==> src/rtl/cpu_pkg.sv <==
// Shared definitions for the program sequencer: instruction field
// widths, opcode encodings and the sequencer state encoding.
package cpu_pkg;

    localparam int INSTR_W = 16;
    localparam int OPC_W   = 4;
    localparam int REG_W   = 4;
    localparam int IMM_W   = 8;
    localparam int PC_W    = 8;
    localparam int CNT_W   = 10;

    localparam logic [OPC_W-1:0] OP_SET   = 4'h0;
    localparam logic [OPC_W-1:0] OP_INPUT = 4'h1;
    localparam logic [OPC_W-1:0] OP_COPY  = 4'h2;
    localparam logic [OPC_W-1:0] OP_MUL   = 4'h3;
    localparam logic [OPC_W-1:0] OP_ADD   = 4'h4;
    localparam logic [OPC_W-1:0] OP_NEG   = 4'h5;
    localparam logic [OPC_W-1:0] OP_AND   = 4'h6;
    localparam logic [OPC_W-1:0] OP_OR    = 4'h7;
    localparam logic [OPC_W-1:0] OP_SHL   = 4'h8;
    localparam logic [OPC_W-1:0] OP_GT    = 4'hB;
    localparam logic [OPC_W-1:0] OP_BRNZ  = 4'hC;
    localparam logic [OPC_W-1:0] OP_JMP   = 4'hD;
    localparam logic [OPC_W-1:0] OP_HALT  = 4'hE;

    typedef enum logic [2:0] {
        IDLE,
        FETCH,
        DECODE,
        EXECUTE,
        HALTED
    } seqState_t;

endpackage

==> src/rtl/program_sequencer_if.sv <==
// Instruction memory bus. The sequencer (master) drives address and
// program select; the memory (slave) returns combinational data.
interface program_sequencer_if;
    import cpu_pkg::*;

    logic [PC_W-1:0]    imemAddress;
    logic [7:0]         imemProgramSelect;
    logic [INSTR_W-1:0] imemInstruction;

    modport master (
        output imemAddress,
        output imemProgramSelect,
        input  imemInstruction
    );

    modport slave (
        input  imemAddress,
        input  imemProgramSelect,
        output imemInstruction
    );

endinterface

==> src/rtl/instruction_decoder.sv <==
// Combinational field extraction and control-class flags.
// In: instr. Out: opcode/rd/rs1/rs2/imm, isBranch/isJump/isHalt/isNop.
module instruction_decoder
    import cpu_pkg::*;
(
    input  logic [INSTR_W-1:0] instr,
    output logic [OPC_W-1:0]   opcode,
    output logic [REG_W-1:0]   rd,
    output logic [REG_W-1:0]   rs1,
    output logic [REG_W-1:0]   rs2,
    output logic [IMM_W-1:0]   imm,
    output logic               isBranch,
    output logic               isJump,
    output logic               isHalt,
    output logic               isNop
);

    assign opcode   = instr[15:12];
    assign rd       = instr[11:8];
    assign rs1      = instr[7:4];
    assign rs2      = instr[3:0];
    assign imm      = instr[7:0];

    assign isBranch = (opcode == OP_BRNZ);
    assign isJump   = (opcode == OP_JMP);
    assign isHalt   = (opcode == OP_HALT);

    // Anything not explicitly encoded is a NOP.
    assign isNop = !(opcode inside {
        OP_SET, OP_INPUT, OP_COPY, OP_MUL,
        OP_ADD, OP_NEG, OP_AND, OP_OR,
        OP_SHL, OP_GT, OP_BRNZ, OP_JMP,
        OP_HALT
    });

endmodule

==> src/rtl/program_sequencer.sv <==
// Fetch/decode/execute sequencer: owns PC, drives instruction memory,
// strobes execValid once per instruction, resolves branches and HALT.
// Ports: clk, rst_n, start, programSelectIn, imem (master bus),
// rs1Addr/rs2Addr/rs1Data, exec* strobe bundle, busy/halted/fault,
// pc, instrCount.
module program_sequencer
    import cpu_pkg::*;
#(
    parameter int IMEM_DEPTH = 128,
    parameter int MAX_INSTR  = 1023
) (
    input  logic                clk,
    input  logic                rst_n,
    input  logic                start,
    input  logic [7:0]          programSelectIn,
    program_sequencer_if.master imem,
    output logic [REG_W-1:0]    rs1Addr,
    output logic [REG_W-1:0]    rs2Addr,
    input  logic [7:0]          rs1Data,
    output logic                execValid,
    output logic [OPC_W-1:0]    execOpcode,
    output logic [REG_W-1:0]    execRd,
    output logic [REG_W-1:0]    execRs1,
    output logic [REG_W-1:0]    execRs2,
    output logic [IMM_W-1:0]    execImm,
    output logic                busy,
    output logic                halted,
    output logic                fault,
    output logic [PC_W-1:0]     pc,
    output logic [CNT_W-1:0]    instrCount
);

    localparam logic [9:0] DEPTH10 = 10'(IMEM_DEPTH);
    localparam logic [CNT_W-1:0] LAST_CNT = CNT_W'(MAX_INSTR - 1);

    seqState_t          state;
    logic [PC_W-1:0]    pcReg;
    logic [INSTR_W-1:0] ir;
    logic [7:0]         progSel;
    logic [CNT_W-1:0]   count;
    logic               faultReg;

    logic [OPC_W-1:0] opcode;
    logic [REG_W-1:0] rd, rs1, rs2;
    logic [IMM_W-1:0] imm;
    logic isBranch, isJump, isHalt, isNop;

    instruction_decoder u_dec (
        .instr    (ir),
        .opcode   (opcode),
        .rd       (rd),
        .rs1      (rs1),
        .rs2      (rs2),
        .imm      (imm),
        .isBranch (isBranch),
        .isJump   (isJump),
        .isHalt   (isHalt),
        .isNop    (isNop)
    );

    // 10-bit signed target: bit 9 set means the result went negative.
    logic [9:0] pcNext1;
    logic [9:0] target;
    logic       targetBad;
    logic       lastCount;

    always_comb begin
        pcNext1 = {2'b00, pcReg} + 10'd1;
        target  = pcNext1;
        unique case (1'b1)
            isBranch: begin
                if (rs1Data != 8'd0)
                    target = pcNext1 + {6'd0, rs2};
            end
            isJump:  target = pcNext1 + {{2{imm[7]}}, imm};
            isHalt:  target = {2'b00, pcReg};
            isNop:   target = pcNext1;
            default: target = pcNext1;
        endcase
    end

    assign targetBad = target[9] || (target >= DEPTH10);
    assign lastCount = (count == LAST_CNT);

    always_ff @(posedge clk) begin
        if (!rst_n) begin
            state    <= IDLE;
            pcReg    <= '0;
            ir       <= '0;
            progSel  <= '0;
            count    <= '0;
            faultReg <= 1'b0;
        end else begin
            unique case (state)
                IDLE, HALTED: begin
                    if (start) begin
                        state    <= FETCH;
                        pcReg    <= '0;
                        count    <= '0;
                        faultReg <= 1'b0;
                        progSel  <= programSelectIn;
                    end
                end
                FETCH: begin
                    ir    <= imem.imemInstruction;
                    state <= DECODE;
                end
                DECODE: state <= EXECUTE;
                EXECUTE: begin
                    count <= count + 1'b1;
                    if (isHalt) begin
                        state <= HALTED;
                    end else if (targetBad || lastCount) begin
                        // PC stays on the faulting instruction.
                        state    <= HALTED;
                        faultReg <= 1'b1;
                    end else begin
                        state <= FETCH;
                        pcReg <= target[PC_W-1:0];
                    end
                end
                default: state <= IDLE;
            endcase
        end
    end

    assign imem.imemAddress       = pcReg;
    assign imem.imemProgramSelect = progSel;

    assign rs1Addr    = rs1;
    assign rs2Addr    = rs2;
    assign execValid  = (state == EXECUTE);
    assign execOpcode = opcode;
    assign execRd     = rd;
    assign execRs1    = rs1;
    assign execRs2    = rs2;
    assign execImm    = imm;

    assign busy = (state == FETCH) || (state == DECODE) ||
                  (state == EXECUTE);
    assign halted     = (state == HALTED);
    assign fault      = faultReg;
    assign pc         = pcReg;
    assign instrCount = count;

endmodule

==> src/flat_wrapper.sv <==
// flat-port wrapper written by rule: the top's interface ports become plain ports
module program_sequencer_flat import cpu_pkg::*;
#(
    parameter int IMEM_DEPTH = 128,
    parameter int MAX_INSTR  = 1023
)
  (clk, rst_n, start, programSelectIn, rs1Addr, rs2Addr, rs1Data, execValid, execOpcode, execRd, execRs1, execRs2, execImm, busy, halted, fault, pc, instrCount, imem_imemAddress, imem_imemProgramSelect, imem_imemInstruction);
  program_sequencer_if imem_i ();
  input  logic clk;
  input  logic rst_n;
  input  logic start;
  input  logic [7:0] programSelectIn;
  output logic [REG_W-1:0] rs1Addr;
  output logic [REG_W-1:0] rs2Addr;
  input  logic [7:0] rs1Data;
  output logic execValid;
  output logic [OPC_W-1:0] execOpcode;
  output logic [REG_W-1:0] execRd;
  output logic [REG_W-1:0] execRs1;
  output logic [REG_W-1:0] execRs2;
  output logic [IMM_W-1:0] execImm;
  output logic busy;
  output logic halted;
  output logic fault;
  output logic [PC_W-1:0] pc;
  output logic [CNT_W-1:0] instrCount;
  output wire logic [$bits(imem_i.imemAddress)-1:0] imem_imemAddress;
  output wire logic [$bits(imem_i.imemProgramSelect)-1:0] imem_imemProgramSelect;
  input wire logic [$bits(imem_i.imemInstruction)-1:0] imem_imemInstruction;
  assign imem_imemAddress = imem_i.imemAddress;
  assign imem_imemProgramSelect = imem_i.imemProgramSelect;
  assign imem_i.imemInstruction = imem_imemInstruction;
  program_sequencer #(.IMEM_DEPTH(IMEM_DEPTH), .MAX_INSTR(MAX_INSTR)) u_core (.clk(clk), .rst_n(rst_n), .start(start), .programSelectIn(programSelectIn), .imem(imem_i), .rs1Addr(rs1Addr), .rs2Addr(rs2Addr), .rs1Data(rs1Data), .execValid(execValid), .execOpcode(execOpcode), .execRd(execRd), .execRs1(execRs1), .execRs2(execRs2), .execImm(execImm), .busy(busy), .halted(halted), .fault(fault), .pc(pc), .instrCount(instrCount));
endmodule
==> config.mk <==
export PLATFORM = sky130hd
export DESIGN_NAME = program_sequencer_flat
export DESIGN_NICKNAME = d
export VERILOG_FILES = /design/src/rtl/cpu_pkg.sv /design/src/rtl/program_sequencer_if.sv /design/src/rtl/instruction_decoder.sv /design/src/rtl/program_sequencer.sv /design/src/flat_wrapper.sv
export SDC_FILE = /design/constraint.sdc
export NUM_CORES = 1
export LEC_CHECK = 0
export BUFFER_PORTS_ARGS = -buffer_cell sky130_fd_sc_hd__buf_2
export CAP_MARGIN = 20
export CORE_MARGIN = 2
export CORE_UTILIZATION = 51
export CTS_CLUSTER_DIAMETER = 40
export DETAILED_ROUTE_END_ITERATION = 16
export GPL_ROUTABILITY_DRIVEN = 1
export GPL_TIMING_DRIVEN = 0
export PLACE_DENSITY_LB_ADDON = 0.05
export RECOVER_POWER = 25
export REMOVE_ABC_BUFFERS = 1
export SYNTH_ARGS = -nofsm -noshare
export SYNTH_HDL_FRONTEND = slang
export SYNTH_SLANG_ARGS = --single-unit
==> constraint.sdc <==
create_clock -name clk -period 3.7 [get_ports clk]
set_clock_uncertainty 0.05 [all_clocks]
set_input_delay 0.37 -clock clk [delete_from_list [all_inputs] [get_ports clk]]
set_output_delay 0.37 -clock clk [all_outputs]
set_load 0.01 [all_outputs]
# --- After elaboration in Yosys (flattened, before gate mapping) ---
# Cells that the tools add are included.
totals:
  ff_bits: 46
  latch_bits: 0
  mem_bits_rw: 0
  rom_bits: 0
  in_bits: 35
  n_memories: 0
classes:
  n_addsub: 4
  mul: 0
  n_div: 0
  n_lt_le_gt_ge: 1
  eq_ne: 12
  n_shift: 0
  mux: 16
  n_bitwise: 0
  reduce_logical: 12
ops:
  columns: ["op", "n"]
  rows:
  - ["$pmux 10 s3", 1]
  - ["$mux 8", 3]
  - ["$mux 10", 2]
  - ["$pmux 10 s2", 1]
  - ["$pmux 8 s2", 1]
  - ["$eq 4x4->1 const B", 3]
  - ["$pmux 3 s4", 1]
  - ["$add 10x1->10 const B", 1]
  - ["$add 10x10->10", 1]
  - ["$add 10x4->10", 1]
  - ["$eq 10x10->1 const B", 1]
  - ["$ge 10x8->1 const B", 1]
  - ["$add 8x1->9 const B", 1]
  - ["$mux 3", 3]
  - ["$reduce_and 4->1", 2]
  - ["$reduce_bool 8->1", 1]
  - ["$eq 3x2->1 const B", 2]
  - ["$ne 2x2->1 const B", 3]
  - ["$logic_or 1x1->1", 4]
  - ["$reduce_and 2->1", 2]
  - ["$eq 3x1->1 const B", 1]
  - ["$eq 3x3->1 const B", 1]
  - ["$logic_not 3->1", 1]
  - ["$mux 1", 3]
  - ["other kinds (4)", 4]

# --- Logic depth before layout (Yosys ltp) ---
# Gate-level depths: netlist (run 1).
depth:
  ltp_word: 10
  ltp_mapped: 14
  mapped_depth_nobuf: 13

# --- By module ---
# A second synthesis (run 1) with hierarchy kept.
unflattened:
  cells_unflattened: 411
  area_unflattened_um2: 3220.6
modules_own_cells:
  columns: ["mod", "instances", "cells_per_inst", "area_each_um2", "seq_area_each_um2"]
  rows:
  - ["program_sequencer", 1, 378, 2976.6, 920.9]
  - ["instruction_decoder", 1, 33, 244.0, 0.0]

# --- Worst setup path before layout (run 1) ---
# No wires, ideal clock.
synth_path:
  path_kind: "reg-to-reg"
  start: "reg u_core.pcReg[1] (netlist: u_core.imem.imemAddress[1])"
  end: "reg u_core.state[0]"
  setup_ns: 0.059
  arrival_time_ns: 3.250
  t_required_ns: 3.591
  setup_slack_ns: 0.341
  path_stages_with_launch: 15
  path_buffers: 1
  path_cell_list: "dfxtp_1 ha_1 nand3_4 nor2_1 xor2_1 ha_1 a21oi_1 nand2_1 a21o_1 a2111o_1 a311oi_1 a32o_2 and3_1 buf_6 o221a_2"
synth_between:
  elab_chain_len: 10
  word_cells_on_any_way: 11
  classes_between: "add/sub (3); order compare (1); mux (5); reduce/logical (2)"
synth_rtl:
  columns: ["item", "line_no", "rtl"]
  rows:
  - ["from (decl)", "program_sequencer.sv:37", "logic [PC_W-1:0] pcReg;"]
  - ["from (signal assigned)", "program_sequencer.sv:119", "pcReg <= target[PC_W-1:0];"]
  - ["$add 8x1->9", "program_sequencer.sv:68", "pcNext1 = {2'b00, pcReg} + 10'd1;"]
  - ["$add 10x4->10", "program_sequencer.sv:73", "target = pcNext1 + {6'd0, rs2};"]
  - ["$mux 10", "program_sequencer.sv:72", "if (rs1Data != 8'd0)"]
  - ["$pmux 10 s3 *", "program_sequencer.sv:70", "unique case (1'b1)"]
  - ["$ge 10x8->1", "program_sequencer.sv:82", "assign targetBad = target[9] || (target >= DEPTH10);"]
  - ["$logic_or 1x1->1 *", "program_sequencer.sv:82", null]
  - ["$logic_or 1x1->1 *", "program_sequencer.sv:113", "end else if (targetBad || lastCount) begin"]
  - ["$mux 3 *", "program_sequencer.sv:113", null]
  - ["$mux 3 *", "program_sequencer.sv:111", "if (isHalt) begin"]
  - ["$pmux 3 s4 *", "program_sequencer.sv:94", "unique case (state)"]
  - ["to (signal assigned)", "program_sequencer.sv:97", "state <= FETCH;"]
  - ["to (signal assigned)", "program_sequencer.sv:112", "state <= HALTED;"]
  - ["to (signal assigned)", "program_sequencer.sv:115", "state <= HALTED;"]
  - ["to (decl)", "program_sequencer.sv:36", "seqState_t state;"]
# Every way passes the cells marked *; elsewhere a longest branch is shown, timed or not.
# A chain may end at the register's enable or synchronous reset.

# --- Worst setup path in the final report (run 1) ---
layout_path:
  start: "reg u_core.pcReg[0] (netlist: u_core.imem.imemAddress[0])"
  end: "reg u_core.pcReg[2] (netlist: u_core.imem.imemAddress[2])"
layout_between:
  elab_chain_len: 9
  word_cells_on_any_way: 13
  classes_between: "add/sub (3); order compare (1); eq/ne (1); mux (5); reduce/logical (3)"
layout_rtl:
  columns: ["item", "line_no"]
  rows:
  - ["$add 8x1->9", "program_sequencer.sv:68"]
  - ["$add 10x4->10", "program_sequencer.sv:73"]
  - ["$mux 10", "program_sequencer.sv:72"]
  - ["$pmux 10 s3 *", "program_sequencer.sv:70"]
  - ["$ge 10x8->1", "program_sequencer.sv:82"]
  - ["$logic_or 1x1->1", "program_sequencer.sv:82"]
  - ["$logic_or 1x1->1", "program_sequencer.sv:113"]
  - ["$ne 2x2->1 (no source line)", null]
  - ["$reduce_and 4->1 (no source line)", null]
# Every way passes the cells marked *; elsewhere a longest branch is shown, timed or not. The select of a mux whose other input is x is not followed.

==> results of run 1 <==
[worst max-delay path by stage]
stage	start	endpoint	slack, ns	cells past startpoint
after floorplan	u_core.imem.imemAddress[0]	u_core.state[0]	0.06	13
after global placement	u_core.imem.imemAddress[0]	u_core.state[0]	-0.42	13
after detailed placement	u_core.imem.imemAddress[0]	u_core.state[0]	-0.45	13
after CTS	u_core.imem.imemAddress[0]	u_core.imem.imemAddress[1]	0.03	13
after global routing	u_core.imem.imemAddress[0]	u_core.imem.imemAddress[1]	0.02	13
final	u_core.imem.imemAddress[0]	u_core.imem.imemAddress[2]	0.18	13
[layer usage]
metal,GRT usage,vias to the layer above,wire length (microns)
li1,-,1563,-
met1,0.324,1373,3690
met2,0.352,101,3400
met3,0.0402,7,401
met4,0.0623,0,82
met5,0,-,0
[cells in the mapped netlist (5+ instances only)]
cell	number	area, sq um
and2_1	8	50.1
o21ai_0	22	110
a211oi_1	6	45.0
xnor2_1	7	61.3
a21o_1	5	37.5
and3_1	5	31.3
a21boi_0	25	188
nand2_1	78	293
buf_4	24	180
ha_1	13	163
a21oi_1	19	95.1
nor3_1	10	50.1
inv_1	7	26.3
clkbuf_1	17	63.8
dfxtp_1	46	921
mux2i_1	9	90.1
nor2b_1	5	31.3
nand3_1	24	120
nor2_1	25	93.8
[sequential cells by signal, summed over array words and instances, names as in the netlist]
register / cells
u_core.ir: 16
u_core.instrCount: 10
u_core.imem.imemAddress: 8
u_core.imem.imemProgramSelect: 8
u_core.state: 3
u_core.fault: 1
[critical path: stages, from the launching register on]
cell	delay, ns
dfxtp_4	0.45
ha_4	0.21
nand3_4	0.12
nor2_1	0.20
xor2_2	0.28
ha_1	0.32
a21oi_1	0.14
nand2_1	0.08
a21o_1	0.18
a2111o_1	0.37
a311oi_1	0.29
a32o_2	0.30
and3_4	0.27
mux2i_1	0.19
[metrics by stage]
stage	TNS (ns)	hold slack, ns	area (sq um)	setup WS [ns]	utilization
finish	0	0.256	3580	0.183	0.601
global route	0	0.260	3580	0.0220	0.601
CTS	0	0.254	3580	0.0270	0.601
detailed placement	-3.91	0.406	3460	-0.448	0.582
global placement	-3.48	0.400	3460	-0.415	0.581
floorplan	0	0.409	2850	0.0571	-
[logic make-up after synthesis]
logic type	count (synthesis)	share of synthesized area
AND/OR/NAND/NOR	178	0.270
AO/OA/AOI/OAI	101	0.217
buffers and inverters	56	0.105
flip-flops	46	0.293
adder cells (fa/ha/maj)	14	0.0581
XOR/XNOR	10	0.0278
multiplexers	9	0.0286
[layout make-up]
cell class	instances	area share
clock buffers	7	0.0241
well taps	75	0.0262
inverters	8	0.00838
repair buffers	105	0.139
flip-flops and latches	46	0.260
clock inverters	1	0.00244
multi-input cells	313	0.540
[power groups by stage]
stage          clock network (uW)  registers [uW]  logic, uW
6_report                      331             654        557
5_1_grt                       361             668        637
4_1_cts                       345             651        562
3_5_place_dp                    0             662        557
3_3_place_gp                    0             656        545
2_1_floorplan                   0             696        295
[what timing repair did]
| action | in CTS | in global routing |
|---|---|---|
| setup endpoints to repair | 11 | 9 |
| cloned | 0 | 1 |
| pin swaps | 0 | 1 |
| hold buffers | 0 | 0 |
| gates resized for setup | 6 | 5 |
==> results.toml, run 1 <==
[sta]
tightest_slew_ns = 1.99
period_needed_ns = 3.52
max_clock_freq_ghz = 0.284
slew_headroom = -0.325
setup_viol = 0
fin_crit_sh = 0.950
hold_violations = 0
rsz0062_at_grt = "no"
maxSlewViolCount = 54

[hold_path]
hold_depth = 3
worstHoldEndpoint = "u_core.ir[4]"
hold_path.class = "in -> reg"
hp-start = "imem_imemInstruction[4]"

[global_routing]
overflow = 0
grt_pass1_vias = 2621
grt_max_degree = 54
grt_pass1_wl_microns = 12200
grtUsageTotal = 0.227
antenna_found_initial = 0

[pwr]
p_leak_uw = 0.00150
p_total_uw = 1540
switching_power_uw = 614
vdd_drop_max_uv = 292
p_clk_frac = 0.215
swShare = 0.398
comb_power_share = 0.361
p_seq_frac = 0.424
intPower_uw = 929
power.density_nw_per_um2 = 431

[final_layout]
final_cell_mix = "nand2_1, buf_2, dfxtp_1"
diodes = 0
syn2layout_area_growth_pct = 13.9
layout.cells.non_filler = 555
num-fill-cells = 605
drive_gt1_frac = 0.208
final_nets = 528
multi_input_area_sq_um = 1940
ff_latch_area_sq_um = 930
final_common_cell = "nand2_1"

[place]
port-buffer-count = 104
placedCellCount = 545
dp_hpwl_microns = 5480
gp_congestion = 0.866

[detailed_routing]
postRouteWirelength_microns = 7570
drt_pass1_iterations = 4
routed_via_density = 5.48
drt.antenna.violating_nets = 0
drc = 0
first_iter_violations = 171
wl_per_cell_microns = 13.6
vias = 3044

[floorplanning]
start_util = 0.528
ios = 105
die_y_microns = 82.5
die_x_microns = 82.5
coreArea_sq_um = 5960
die-area_sq_um = 6810
num_rows = 28

[status]
violations = "max-capacitance violations, max-slew violations"
outcome = "complete, but fails checks"

[logic_synthesis]
synth-seq-cells = 46
syn_inst = 414
async_flop_share = 0
synth_edf_count = 0
synthDistinctLibCells = 58
syn_avg_cell_area_sq_um = 7.60
synth_ff_type = "dfxtp_1"
synth_area_sq_um = 3150
yosysWarningCount = 0
ys_seq_area_frac = 0.293

[run]
drv_cap = 1

[clock_tree]
path_clk_slew_ns = 0.09
cts_buffers = 5
root_buffer = "clkbuf_8"
clk-insertion-delay-late_ns = 0.30
cts_setup_buffers = 0
cts.sinks = 46
cts_tree = "yes"
cts_buffer_depth = 2
htreeDepth = 2

[critical_path]
reg2reg_from = "u_core.imem.imemAddress[0]"
reg2reg_to = "u_core.imem.imemAddress[2]"
arrival_ns = 3.69
cp-start-kind = "register"
critPathKind = "reg -> reg"
cp.required_ns = 3.88
end_kind = "register"
cp_max_fo = 13
r2r_slack_ns = 0.18
worstRegToRegCells = 13
(Power assumes the default switching activity.)
==> inputs of run 2 (changes only) <==
--- a/config.mk
+++ b/config.mk
@@ -7,8 +7,10 @@
 export LEC_CHECK = 0
 export BUFFER_PORTS_ARGS = -buffer_cell sky130_fd_sc_hd__buf_2
 export CAP_MARGIN = 20
+export CELL_PAD_IN_SITES_DETAIL_PLACEMENT = 0
+export CELL_PAD_IN_SITES_GLOBAL_PLACEMENT = 2
 export CORE_MARGIN = 2
-export CORE_UTILIZATION = 51
+export CORE_UTILIZATION = 28
 export CTS_CLUSTER_DIAMETER = 40
 export DETAILED_ROUTE_END_ITERATION = 16
 export GPL_ROUTABILITY_DRIVEN = 1
==> run 2 against run 1 <==
Against the previous run: the flow still finishes with violations (max-capacitance violations, max-slew violations); global-route usage decreased by 7.3 points; sequential share of layout area decreased by 0.63 points; via count about the same; combinational power increased by 3%; final area increased by 2.6%; critical path type unchanged.
==> results.toml, run 2 (synthesis gave the netlist of run 1 again) <==
[clock_tree]
cts_hold_buf = 0
cts_tree = "yes"
path_clk_slew_ns = 0.10
cts_buffer_depth = 2
htreeDepth = 2
clk-insertion-delay-late_ns = 0.32
cts_buffers = 5
cts_setup_buffers = 0
root_buffer = "clkbuf_8"
cts.sinks = 46

[global_routing]
grt_pass1_vias = 2835
overflow = 0
grt_pass1_wl_microns = 14600
grt_max_degree = 54
antenna_found_initial = 0
use_met2 = 0.257
busiest_layer = "met2"
grtUsageTotal = 0.154
gr-usage-met1 = 0.208
grtUsageMet3 = 0.0259

[final_layout]
final_cell_mix = "nand2_1, buf_2, dfxtp_1"
syn2layout_area_growth_pct = 16.9
final_common_cell = "nand2_1"
diodes = 0
final_nets = 528
largest_reg_flops = 16
largest-register = "u_core.ir"
layout.cells.non_filler = 620
drive_gt1_frac = 0.217
final_area_sq_um = 3680

[floorplanning]
start_util = 0.289
ios = 105
die_y_microns = 110
die_x_microns = 110
die-area_sq_um = 12100
coreArea_sq_um = 10900
num_rows = 38

[sta]
worst_slack_ns = 0.256
hold_violations = 0
max_clock_freq_ghz = 0.290
maxSlewViolCount = 54
tightest_slew_ns = 2.16
fin_crit_sh = 0.931
setup_viol = 0
period_needed_ns = 3.44
slew_headroom = -0.441
rsz0062_at_grt = "no"

[critical_path]
arrival_ns = 3.63
critPathKind = "reg -> reg"
end_kind = "register"
crit_path_top_delay_cell = "dfxtp_4"
cp.required_ns = 3.89
crit_chain = "ha_4, nand3_4, nor2_2, xor2_2, ha_1, a21oi_1, nand2_1, a21o_1, a2111o_1, a311oi_2, a32o_2, and3_4, mux2i_1"
cp_max_fo = 13
cp-start-kind = "register"
slowest_delay_ns = 0.45

[place]
place_ws_ns = -0.593
port-buffer-count = 104
dp_hpwl_microns = 6590
placed_area_sq_um = 3560
gp_congestion = 0.769
placedCellCount = 611

[status]
outcome = "complete, but fails checks"
violations = "max-capacitance violations, max-slew violations"

[detailed_routing]
first_iter_violations = 147
drc = 0
drt_pass1_iterations = 6
routed_via_density = 4.91
wl_per_cell_microns = 14.7
drt.antenna.violating_nets = 0
postRouteWirelength_microns = 9140
vias = 3045

[pwr]
comb_power_share = 0.362
p_clk_frac = 0.223
intPower_uw = 929
swShare = 0.411
vdd_drop_max_uv = 226
p_total_uw = 1580
p_seq_frac = 0.415
p_leak_uw = 0.00151
switching_power_uw = 649
power.density_nw_per_um2 = 429

[hold_path]
hold_path.class = "in -> reg"

[run]
drv_cap = 1
-- run 2: worst max-delay path, delay by kind of cell, from the launching register on --
family          cells  cell delay [ns]
compound gates      5             1.26
simple gates        4             0.65
fa+ha+maj           2             0.52
flops               1             0.45
xor+xnor            1             0.26
mux                 1             0.19
-- run 2: path summary, 6_finish.rpt --
| check | from | to | slack, ns | cells after the start |
|---|---|---|---|---|
| min | imem_imemInstruction[10] | u_core.ir[10] | 0.25 | 3 |
| max | u_core.imem.imemAddress[0] | u_core.imem.imemAddress[2] | 0.26 | 13 |
| max reg2reg | u_core.imem.imemAddress[0] | u_core.imem.imemAddress[2] | 0.26 | 13 |
| min reg2reg | u_core.imem.imemProgramSelect[4] | u_core.imem.imemProgramSelect[4] | 0.42 | 2 |
-- run 2: per-layer routing --
| metal | part of all wire | routed length, microns | vias up |
|---|---|---|---|
| met4 | 0.0077 | 70 | 0 |
| li1 | - | - | 1563 |
| met1 | 0.50 | 4540 | 1408 |
| met3 | 0.039 | 354 | 5 |
| met2 | 0.46 | 4170 | 69 |
| met5 | 0 | 0 | - |
-- run 2: stage by stage --
step / TNS (ns) / hold WS, ns / utilization
finish: 0 / 0.247 / 0.338
CTS: 0 / 0.232 / 0.337
floorplan: 0 / 0.409 / -
global route: 0 / 0.232 / 0.338
detailed placement: -5.42 / 0.411 / 0.327
global placement: -5.36 / 0.401 / 0.325
-- run 2: power by group through the flow --
| stage | registers [uW] | clock network [uW] | logic [uW] |
|---|---|---|---|
| 2_1_floorplan | 696 | 0 | 295 |
| 3_3_place_gp | 661 | 0 | 577 |
| 3_5_place_dp | 666 | 0 | 594 |
| 4_1_cts | 655 | 372 | 599 |
| 5_1_grt | 672 | 394 | 652 |
| 6_report | 655 | 352 | 571 |
-- run 2: area by class of cell --
| cell class | instances | area, sq um |
|---|---|---|
| tap | 140 | 175 |
| clock buffer | 7 | 86.3 |
| timing repair buffer | 105 | 497 |
| clock inverter | 1 | 8.76 |
| fill | 1191 | 7210 |
| multi-input combinational | 313 | 1950 |
| inverter | 8 | 30.0 |
| sequential | 46 | 931 |
-- run 2: repair_timing --
item,CTS,global route
pin swaps,0,1
setup endpoints to repair,11,11
gates resized for setup,7,7
gates cloned,0,1
hold endpoints to repair,0,0
